$ cat src/rtl/updn_cnt_pkg.sv
// Shared constants and helpers for the parametrised up/down counter.
// The optional saturation mode is selected with UPDN_CNT_SAT_EN.
package updn_cnt_pkg;

  localparam logic CTRL_UP = 1'b1;
  localparam logic CTRL_DN = 1'b0;

  // Loads above the modulus are pinned to the top of the range.
  function automatic int unsigned clamp_load(input int unsigned load_val,
                                             input int unsigned max_val);
    return (load_val > max_val) ? max_val : load_val;
  endfunction

endpackage

$ cat src/rtl/updn_cnt_next.sv
// Combinational next-count and wrap/limit calculation for updn_counter_param.
// UPDN_CNT_SAT_EN defined: hold at the limits instead of wrapping.
module updn_cnt_next
  import updn_cnt_pkg::*;
#(
  parameter int          WIDTH   = 3,
  parameter int unsigned MAX_VAL = 2**WIDTH - 1
) (
  input  logic [WIDTH-1:0] count,
  input  logic             ctrl,
  input  logic             en,
  input  logic             load,
  input  logic [WIDTH-1:0] load_val,
  output logic [WIDTH-1:0] nxt,
  output logic             nxt_wrap
);

  localparam logic [WIDTH-1:0] MAX_C = WIDTH'(MAX_VAL);

  logic [WIDTH-1:0] lim_up;
  logic [WIDTH-1:0] lim_dn;

`ifdef UPDN_CNT_SAT_EN
  assign lim_up = MAX_C;
  assign lim_dn = '0;
`else
  assign lim_up = '0;
  assign lim_dn = MAX_C;
`endif

  always_comb begin
    nxt      = count;
    nxt_wrap = 1'b0;
    if (load) begin
      nxt = WIDTH'(clamp_load(32'(load_val), MAX_VAL));
    end else if (en) begin
      case (ctrl)
        CTRL_UP: begin
          // Compare against MAX_VAL, not the all-ones value, so odd moduli never overrun.
          if (count < MAX_C) begin
            nxt = count + WIDTH'(1);
          end else begin
            nxt      = lim_up;
            nxt_wrap = 1'b1;
          end
        end
        CTRL_DN: begin
          if (count != '0) begin
            nxt = count - WIDTH'(1);
          end else begin
            nxt      = lim_dn;
            nxt_wrap = 1'b1;
          end
        end
        default: nxt = count;
      endcase
    end
  end

endmodule

$ cat src/rtl/updn_counter_param.sv
// Parametrised synchronous up/down counter with load, enable and terminal flags.
// Build with UPDN_CNT_SAT_EN defined to saturate at 0/MAX_VAL instead of wrapping.
module updn_counter_param
  import updn_cnt_pkg::*;
#(
  parameter int          WIDTH   = 3,
  parameter int unsigned MAX_VAL = 2**WIDTH - 1,
  parameter int unsigned RST_VAL = 0
) (
  input  logic             clk,
  input  logic             rst,
  input  logic             en,
  input  logic             ctrl,
  input  logic             load,
  input  logic [WIDTH-1:0] load_val,
  output logic [WIDTH-1:0] count,
  output logic             wrap,
  output logic             at_max,
  output logic             at_zero
);

  localparam logic [WIDTH-1:0] MAX_C = WIDTH'(MAX_VAL);
  localparam logic [WIDTH-1:0] RST_C = WIDTH'(RST_VAL);

  logic [WIDTH-1:0] count_q, count_d;
  logic             wrap_q,  wrap_d;

  updn_cnt_next #(
    .WIDTH   (WIDTH),
    .MAX_VAL (MAX_VAL)
  ) u_next (
    .count    (count_q),
    .ctrl     (ctrl),
    .en       (en),
    .load     (load),
    .load_val (load_val),
    .nxt      (count_d),
    .nxt_wrap (wrap_d)
  );

  always_ff @(posedge clk) begin
    if (!rst) begin
      count_q <= RST_C;
      wrap_q  <= 1'b0;
    end else begin
      count_q <= count_d;
      wrap_q  <= wrap_d;
    end
  end

  assign count   = count_q;
  assign wrap    = wrap_q;
  assign at_max  = (count_q == MAX_C);
  assign at_zero = (count_q == '0);

endmodule

$ cat config.mk
export PLATFORM = sky130hd
export DESIGN_NAME = updn_counter_param
export DESIGN_NICKNAME = d
export VERILOG_FILES = /design/src/rtl/updn_cnt_pkg.sv /design/src/rtl/updn_cnt_next.sv /design/src/rtl/updn_counter_param.sv
export SDC_FILE = /design/constraint.sdc
export NUM_CORES = 1
export LEC_CHECK = 0
export ABC_AREA = 1
export ABC_CLOCK_PERIOD_IN_PS = 1650
export BUFFER_PORTS_ARGS = -buffer_cell sky130_fd_sc_hd__buf_4
export CAP_MARGIN = 30
export CORE_AREA = 2 2 39 41
export CTS_CLUSTER_SIZE = 14
export DETAILED_ROUTE_END_ITERATION = 16
export DIE_AREA = 0 0 41 43
export PLACE_DENSITY_LB_ADDON = 0.12
export SLEW_MARGIN = 10
export SYNTH_ARGS = -nofsm -noshare
export SYNTH_HDL_FRONTEND = slang
export SYNTH_HIERARCHICAL = 1
export SYNTH_SLANG_ARGS = --single-unit
$ cat constraint.sdc
create_clock -name clk -period 1.65 [get_ports clk]
set_clock_uncertainty 0.15 [all_clocks]
set_input_delay 0.33 -clock clk [delete_from_list [all_inputs] [get_ports clk]]
set_output_delay 0.33 -clock clk [all_outputs]
set_load 0.1 [all_outputs]
# After elaboration in Yosys (flattened, before gate mapping)
# Cells that the tools add are included.
[op_classes]
add_sub_neg = 2
n_lt_le_gt_ge = 1
n_eq_ne = 1
mux = 8
n_bitwise = 3
reduce_logical = 4
[ops]
columns = ["cell", "n"]
rows = [
  ["3-bit 2-to-1 mux", 4],
  ["3-bit one-hot mux with 2 select lines", 1],
  ["3-bit by 1-bit adder with 3-bit output, second input constant", 1],
  ["3-bit == test, second input constant", 1],
  ["3-bit zero test", 1],
  ["3-bit less-than comparator, second input constant", 1],
  ["1-bit NOT", 3],
  ["3-bit nonzero test", 1],
  ["3-bit OR reduction", 1],
  ["3-bit by 1-bit subtractor with 3-bit output, second input constant", 1],
  ["1-bit 2-to-1 mux", 2],
  ["1-bit one-hot mux with 2 select lines", 1],
  ["2-bit nonzero test", 1],
]
[totals]
regBits = 4
input_bits = 8
out_inout_bits = 6
word_cells = 21

# Depth between registers and ports, before layout
# Gate-level depths: netlist (run 1).
[depth]
ltp_word = 5
ltp_mapped = 10
mapped_depth_nobuf = 10

# Hierarchy
# Netlist (run 1), hierarchy kept.
[modules_own_cells]
columns = ["mod", "n_inst", "cells_per_inst", "area_per_inst_um2", "seq_area_each_um2"]
rows = [
  ["updn_cnt_next", 1, 40, 197.7, 0.0],
  ["updn_counter_param", 1, 18, 132.6, 80.1],
]

# Worst setup path after synthesis (run 1)
# OpenSTA, ideal clock, no wires.
[synth_path]
kind = "reg-to-output"
from = "reg count_q[0], in the netlist count[0]"
to = "out at_max"
t_arrival_ns = 2.430
required_time_ns = 1.170
setup_slack_ns = -1.260
stages_incl_launch_ff = 3
path_buffers = 0
path_cell_list = "dfxtp_1 > nand2_1 > nor2_1"
[synth_between]
elab_chain_len = 1
[synth_rtl]
columns = ["element", "line_no", "text"]
rows = [
  ["from (decl)", "updn_counter_param.sv:25", "logic [WIDTH-1:0] count_q, count_d;"],
  ["from (signal assigned)", "updn_counter_param.sv:46", "count_q <= count_d;"],
  ["3-bit == test", "updn_counter_param.sv:53", "assign at_max = (count_q == MAX_C);"],
  ["to (decl)", "updn_counter_param.sv:18", "output logic at_max,"],
]
# Every way passes these cells.

# Worst setup path after layout (run 1)
[layout_path]
from = "reg count_q[2], in the netlist count[2]"
to = "out at_zero"
[layout_between]
elab_chain_len = 1
[layout_rtl]
columns = ["element", "line_no", "text"]
rows = [
  ["3-bit zero test", "updn_counter_param.sv:54", "assign at_zero = (count_q == '0);"],
  ["to (decl)", "updn_counter_param.sv:19", "output logic at_zero"],
]
# Every way passes these cells.

==> results.txt, run 1 <==
----------------------------------------------------
[Layout]
  Antenna fix cells ... 0
  Share of post-route cells with drive strength above 1 ... 33.3%
  Layout Cell Area excl Fill ... 503 um2
  Growth of design area from synthesis to finish ... 52.3%
  Number of fill cells in the layout ... 152
  Core occupancy in the finished layout ... 36.3%
  # nets final ... 87

[Routing]
  Post-route DRC violation count ... 0
  Per-cell routed wire length ... 8.58 um
  Vias after detailed routing ... 378
  Detailed-route vias per instance ... 4.15
  Routed Wire Length ... 781 um
  Number of optimization iterations in the first detailed-route pass ... 4
  Antenna Violating Nets Remaining ... 0
  Initial drt markers ... 6

[STA]
  Post-route minimum period ... 1590 ps
  # setup viols final ... 0
  Worst Tran Pin Value ... 260 ps
  Setup slack of the critical path after layout ... 58.0 ps
  Hold violation count in the final report ... 0
  Unrepaired setup endpoints after global routing ... no
  Maximum clock rate ... 0.628 GHz
  Number of slew-limit violations in the final report ... 0
  Hold slack ... 149 ps
  Share of the cycle needed by the critical path after routing ... 96.5%
  Relative slew margins ... 82.6%

[Global route]
  Wire length of the first global-routing pass ... 1270 um
  Number of antenna violations at the first check in global routing ... 0
  Overflow after GRT ... 0
  Vias in the first global route ... 350
  Tot GR Track Use ... 10.5%
  Maximum number of pins on one net before global-route repair ... 9

[Power]
  IR drop worst, VDD ... 285 uV
  Power density over the cells ... 840 nW/um2
  Leakage power summed over all cells ... 0.281 nW

[Worst setup path]
  Data arrival time of the worst path ... 1110 ps
  Worst-path fanout max ... 6
  Sort of element at the start of the critical path ... register
  Beginning of the critical path ... count[2]$_SDFF_PN0_
  Data required time at the worst endpoint ... 1170 ps
  Startpoint-to-endpoint class of the critical path ... reg -> out
  Worst reg2reg path startpoint ... count[0]$_SDFF_PN0_
  Crit. End Element ... output pin

[Synthesis]
  Avg Inst Size Synth ... 5.70 um2
  Post-synthesis cell count ... 58
  Synthesis-stage register bit count ... 4
  Warning count from the yosys run ... 6
  Most instantiated cells after synthesis ... nand2_1 (18), inv_1 (12), a21oi_1 (7), nand3_1 (5), nor2_1 (5)
  Post-synth top flop ... dfxtp_1
  Top-count cell post-synth ... nand2_1
  Netlist Area Pre-Place ... 330 um2
  Sequential-to-total area share from yosys stat ... 24.2%
  Fraction of registers with async set or reset after synthesis ... 0%
  Number of flops mapped to enable cells by yosys ... 0
  Top cell type by total area after synthesis ... dfxtp_1
  Dominant cells by area after synthesis ... dfxtp_1 (24%), nand2_1 (20%), inv_1 (14%)
  Count of distinct cell types in the synthesized netlist ... 10
  Post-synth top area share ... 24.2%
  Synth Net Count ... 69

[Die]
  Core region area ... 1380 um2
  Starting Density ... 23.9%
  Row count ... 14
  Die Wd ... 41 um
  Die Y-Extent ... 43 um
  Number of placed I/O pins ... 14
  Area enclosed by the die boundary ... 1760 um2

[Place]
  GP Congestion ... 0.729
  IO Port Bufs ... 13
  HPWL Detailed ... 629 um
  Pre-CTS setup slack ... 229 ps
  Standard cell area after detailed placement ... 477 um2

[Clock tree]
  CTS H-Tree Depth ... 1
  Root buf cell ... clkbuf_4
  TritonCTS Buffers ... 3
  # resized after CTS ... 0
  CTS Hold Bufs ... 0
  Clock latency on the worst-skew pair ... 240 ps
  Max clock buf depth ... 2
  CTS Sinks ... 4
  Clock slew seen by the registers of the worst setup and hold paths ... 40 ps
  TritonCTS clock tree ... done
  Post-CTS setup buffer count ... 0

[Status]
  Outcome ... finished clean

[Hold path]
  Start point of the worst min-delay path ... rst
  Min-Delay Path Class ... in -> reg

[Run]
  Maxcap violations ... 0

----------------------------------------------------
==> sequential cells by signal, summed over array words and instances, names as in the netlist <==
signal,count
wrap,1
count,3
==> metal layers <==
metal,share of wire (%),vias to the layer above,global-route usage [%]
li1,-,211,-
met1,48,155,12.8
met2,48,12,15.6
met3,4.4,0,3.14
met4,0,0,6.00
met5,0,-,0
==> layout by cell type (no fill, tap or decap), drive strengths merged <==
cell type and count:
a211oi 1, nor2 5, dfxtp 4, nand3 5, clkbuf 4, nand2 19, inv 14, ha 3
buf 13, a21oi 7
==> worst paths after layout <==
| check | to | slack (ps) | cells past startpoint |
|---|---|---|---|
| hold / removal | count[2]$_SDFF_PN0_ | 150 | 3 |
| hold reg to reg | wrap$_SDFF_PN0_ | 520 | 4 |
| setup / recovery | at_zero | 60 | 4 |
| setup reg to reg | count[2]$_SDFF_PN0_ | 250 | 10 |
==> final cells by class <==
class / count / area [um2] / area share (%)
multi-input cells: 40 / 215 / 42.8
repair buffers: 13 / 97.6 / 19.4
flip-flops and latches: 4 / 91.3 / 18.2
inverters: 14 / 52.6 / 10.4
clock buffers: 4 / 26.3 / 5.22
well taps: 16 / 20.0 / 3.98
==> per-stage QoR <==
| step | total power, mW | std cells | setup TNS, ps |
|---|---|---|---|
| 2_1_floorplan | 0.245 | 58 | -4.80 |
| 3_3_place_gp | 0.290 | 87 | 0 |
| 3_5_place_dp | 0.290 | 87 | 0 |
| 4_1_cts | 0.431 | 91 | 0 |
| 5_1_grt | 0.450 | 91 | 0 |
| 6_report | 0.422 | 91 | 0 |
==> power breakdown <==
part | switching [mW] | total, mW | internal (mW)
Sequential | 0.0128 | 0.116 | 0.103
Clock | 0.0448 | 0.136 | 0.0911
Combinational | 0.121 | 0.170 | 0.0498
Total | 0.178 | 0.422 | 0.244
==> kinds of logic (layout without fill, tap and decap cells) <==
logic type	after synthesis	after routing	synth area share [%]
AOI/OAI and AO/OA	8	8	12.9
adders and majority gates	3	3	11.4
buffers and inverters	14	31	15.9
DFF	4	4	24.2
and+or+nand+nor	29	29	35.6
==> worst max-delay path, stage by stage, from the launching register on <==
cell     delay (ps)
dfxtp_4         360
inv_2            70
nand2_1          80
nor2_4           70
buf_4           280
(Power assumes the default switching activity.)
==> run 2, diff against run 1 <==
--- a/config.mk
+++ b/config.mk
@@ -14,8 +14,6 @@
 export DETAILED_ROUTE_END_ITERATION = 16
 export DIE_AREA = 0 0 41 43
 export PLACE_DENSITY_LB_ADDON = 0.12
-export SLEW_MARGIN = 10
 export SYNTH_ARGS = -nofsm -noshare
 export SYNTH_HDL_FRONTEND = slang
-export SYNTH_HIERARCHICAL = 1
 export SYNTH_SLANG_ARGS = --single-unit
==> run 2 against run 1 <==
Compared with the run above: flip-flop and latch count did not move; clock-buffer cell count fell by 1; utilization rose by 2.4 points; via count fell by 4.2%; fmax fell by 2.2%; die area did not move; worst hold slack improved by 19 ps; worst setup slack got worse by 36 ps; non-clock buffer count rose by 2; total power rose by 1.7%; cell count fell by 7.7%; synthesized area fell by 4.9%; critical path type unchanged; largest power group unchanged.
==> results.txt, run 2 <==
----------------------------------------------------
[Clock tree]
  Max clock buf depth ... 2
  Clock latency on the worst-skew pair ... 230 ps
  TritonCTS Buffers ... 3
  TritonCTS clock tree ... done
  Root buf cell ... clkbuf_4
  CTS H-Tree Depth ... 1
  Clock slew seen by the registers of the worst setup and hold paths ... 40 ps
  CTS Sinks ... 4

[Global route]
  Number of antenna violations at the first check in global routing ... 0
  Wire length of the first global-routing pass ... 1220 um
  Vias in the first global route ... 305
  Overflow after GRT ... 0
  Tot GR Track Use ... 10.0%
  Maximum number of pins on one net before global-route repair ... 9

[Power]
  Leakage power summed over all cells ... 0.267 nW
  Sequential share of power ... 27.6%
  Net load switching power ... 177 uW
  Power density over the cells ... 802 nW/um2
  Combinational fraction of design power ... 44.4%
  Switching share of total power ... 41.1%
  Clock power frac ... 28.1%
  P_int ... 253 uW
  IR drop worst, VDD ... 166 uV

[Layout]
  Most frequent cells in the layout ... nand2_1 (15), buf_4 (13), inv_1 (6), nor2_1 (5), nand3_1 (4)
  Number of fill cells in the layout ... 148
  Area taken by multi-input logic gates ... 233 um2
  Most common cell after layout, fill and taps aside ... nand2_1
  Largest register FFs ... 3
  Area used by sequential logic in the layout ... 88.8 um2
  Share of post-route cells with drive strength above 1 ... 42.6%
  Growth of design area from synthesis to finish ... 70.5%
  # nets final ... 82
  Antenna fix cells ... 0
  Post-route insts no fill ... 84

[Die]
  Number of placed I/O pins ... 14
  Die Y-Extent ... 43 um
  Die Wd ... 41 um
  Row count ... 14
  Core region area ... 1380 um2
  Starting Density ... 22.7%
  Area enclosed by the die boundary ... 1760 um2

[Synthesis]
  Post-synthesis cell count ... 50
  Dominant cells by area after synthesis ... dfxtp_1 (25%), nand2_1 (18%), ha_1 (16%)
  Netlist Area Pre-Place ... 314 um2
  Number of flops mapped to enable cells by yosys ... 0
  Count of distinct cell types in the synthesized netlist ... 13
  Warning count from the yosys run ... 0
  Top cell type by total area after synthesis ... dfxtp_1
  Synth Net Count ... 62
  Post-synth top area share ... 25.5%
  Most instantiated cells after synthesis ... nand2_1 (15), inv_1 (9), nor2_1 (6)
  Sequential-to-total area share from yosys stat ... 25.5%
  Fraction of registers with async set or reset after synthesis ... 0%
  Top-count cell post-synth ... nand2_1
  Post-synth top flop ... dfxtp_1
  Synthesis-stage register bit count ... 4
  Avg Inst Size Synth ... 6.28 um2

[Place]
  IO Port Bufs ... 13
  DP Cell Count ... 79
  Pre-CTS setup slack ... 191 ps
  HPWL Detailed ... 642 um
  GP Congestion ... 0.732

[Routing]
  Detailed-route vias per instance ... 4.31
  Initial drt markers ... 3
  Per-cell routed wire length ... 9.15 um
  Routed Wire Length ... 769 um
  Antenna Violating Nets Remaining ... 0
  Vias after detailed routing ... 362
  Post-route DRC violation count ... 0
  Number of optimization iterations in the first detailed-route pass ... 3

[STA]
  Worst Tran Pin Value ... 278 ps
  Unrepaired setup endpoints after global routing ... no
  Hold violation count in the final report ... 0
  # setup viols final ... 0
  Number of slew-limit violations in the final report ... 0
  Maximum clock rate ... 0.614 GHz
  Relative slew margins ... 81.6%
  Post-route minimum period ... 1630 ps
  Setup slack of the critical path after layout ... 22.0 ps
  Share of the cycle needed by the critical path after routing ... 98.7%

[Worst setup path]
  Crit. End Element ... output pin
  Worst-path fanout max ... 5
  CP top delay family ... adder cells
  Number of buffer and inverter instances along the worst setup path ... 1
  Max stage delay cell, worst path ... dfxtp_4
  Data arrival time of the worst path ... 1150 ps
  Largest stage delay, worst path ... 360 ps
  Cell Chain, Critical Path ... ha_1 -> ha_4 -> buf_8
  Data required time at the worst endpoint ... 1170 ps
  Sort of element at the start of the critical path ... register
  Startpoint-to-endpoint class of the critical path ... reg -> out

[Hold path]
  Min-Delay Path Class ... in -> reg

[Status]
  Outcome ... finished clean

[Run]
  Maxcap violations ... 0

----------------------------------------------------
run 2: cell types whose count changed after synthesis, moves of 2 or more:
| cell | previous run | this run |
|---|---|---|
| inv_1 | 12 | 9 |
| inv_2 | 2 | 0 |
| a21oi_1 | 7 | 2 |
| nand2_1 | 18 | 15 |
run 2: cell type report:
type                            count  area share, %
Tap cell                           16           3.74
Sequential cell                     4           16.6
Multi-Input combinational cell     37           43.5
Clock buffer                        3           4.21
Timing Repair Buffer               15           24.8
Inverter                            9           7.24
run 2: stage by stage:
stage	util, %	total power, mW	area (um2)	TNS [ps]	hold WS, ps
2_1_floorplan	-	0.250	360	-27.5	290
4_1_cts	36.7	0.420	508	0	163
5_1_grt	38.7	0.452	536	0	175
3_5_place_dp	34.5	0.297	478	0	383
6_report	38.7	0.430	536	0	168
3_3_place_gp	34.5	0.294	478	0	384
run 2: repair_timing:
action / CTS / global route
resized for setup: 2 / 3
setup buffers: 0 / 2
endpoints found under the hold margin: 0 / 0
cloned: 0 / 0
setup endpoints to repair: 2 / 2
hold buffers: 0 / 0
pin swaps: 0 / 2
run 2: cells by family after synthesis:
kind of cell / after synthesis / synth area share, %
fa+ha+maj: 4 / 15.9
compound gates: 5 / 10.8
simple gates: 28 / 37.1
buf+inv: 9 / 10.8
flops: 4 / 25.5
run 2: final timing paths:
check	startpoint	end	slack, ps	depth (start not counted)
hold / removal	rst	count[2]$_SDFFE_PN0P_	170	3
hold reg to reg	count[1]$_SDFFE_PN0P_	wrap$_SDFF_PP0_	380	2
setup / recovery	count[0]$_SDFFE_PN0P_	at_max	20	3
setup reg to reg	count[0]$_SDFFE_PN0P_	count[2]$_SDFFE_PN0P_	310	9
run 2: power by group through the flow:
| stage | registers [mW] | clock network (mW) | logic (mW) |
|---|---|---|---|
| after floorplan | 0.165 | 0 | 0.0854 |
| after global placement | 0.121 | 0 | 0.174 |
| after detailed placement | 0.121 | 0 | 0.176 |
| after CTS | 0.119 | 0.121 | 0.179 |
| after global routing | 0.120 | 0.127 | 0.205 |
| final | 0.118 | 0.121 | 0.191 |
run 2: worst register-to-register path, cell delays in order (launching register included):
cell and delay (ps):
dfxtp_4 380, inv_4 50, buf_4 130, ha_1 200, nor2_1 80, nand2_1 50
nand2_1 50, nand2_1 50, nand2_1 50, nand2_1 50
run 2: per-layer routing:
layer | vias to the layer above | wire, um | track usage (%)
met5 | - | 0 | 0
met4 | 0 | 0 | 4.00
met3 | 0 | 31 | 1.57
met2 | 9 | 407 | 15.3
met1 | 159 | 330 | 13.4
li1 | 194 | - | -
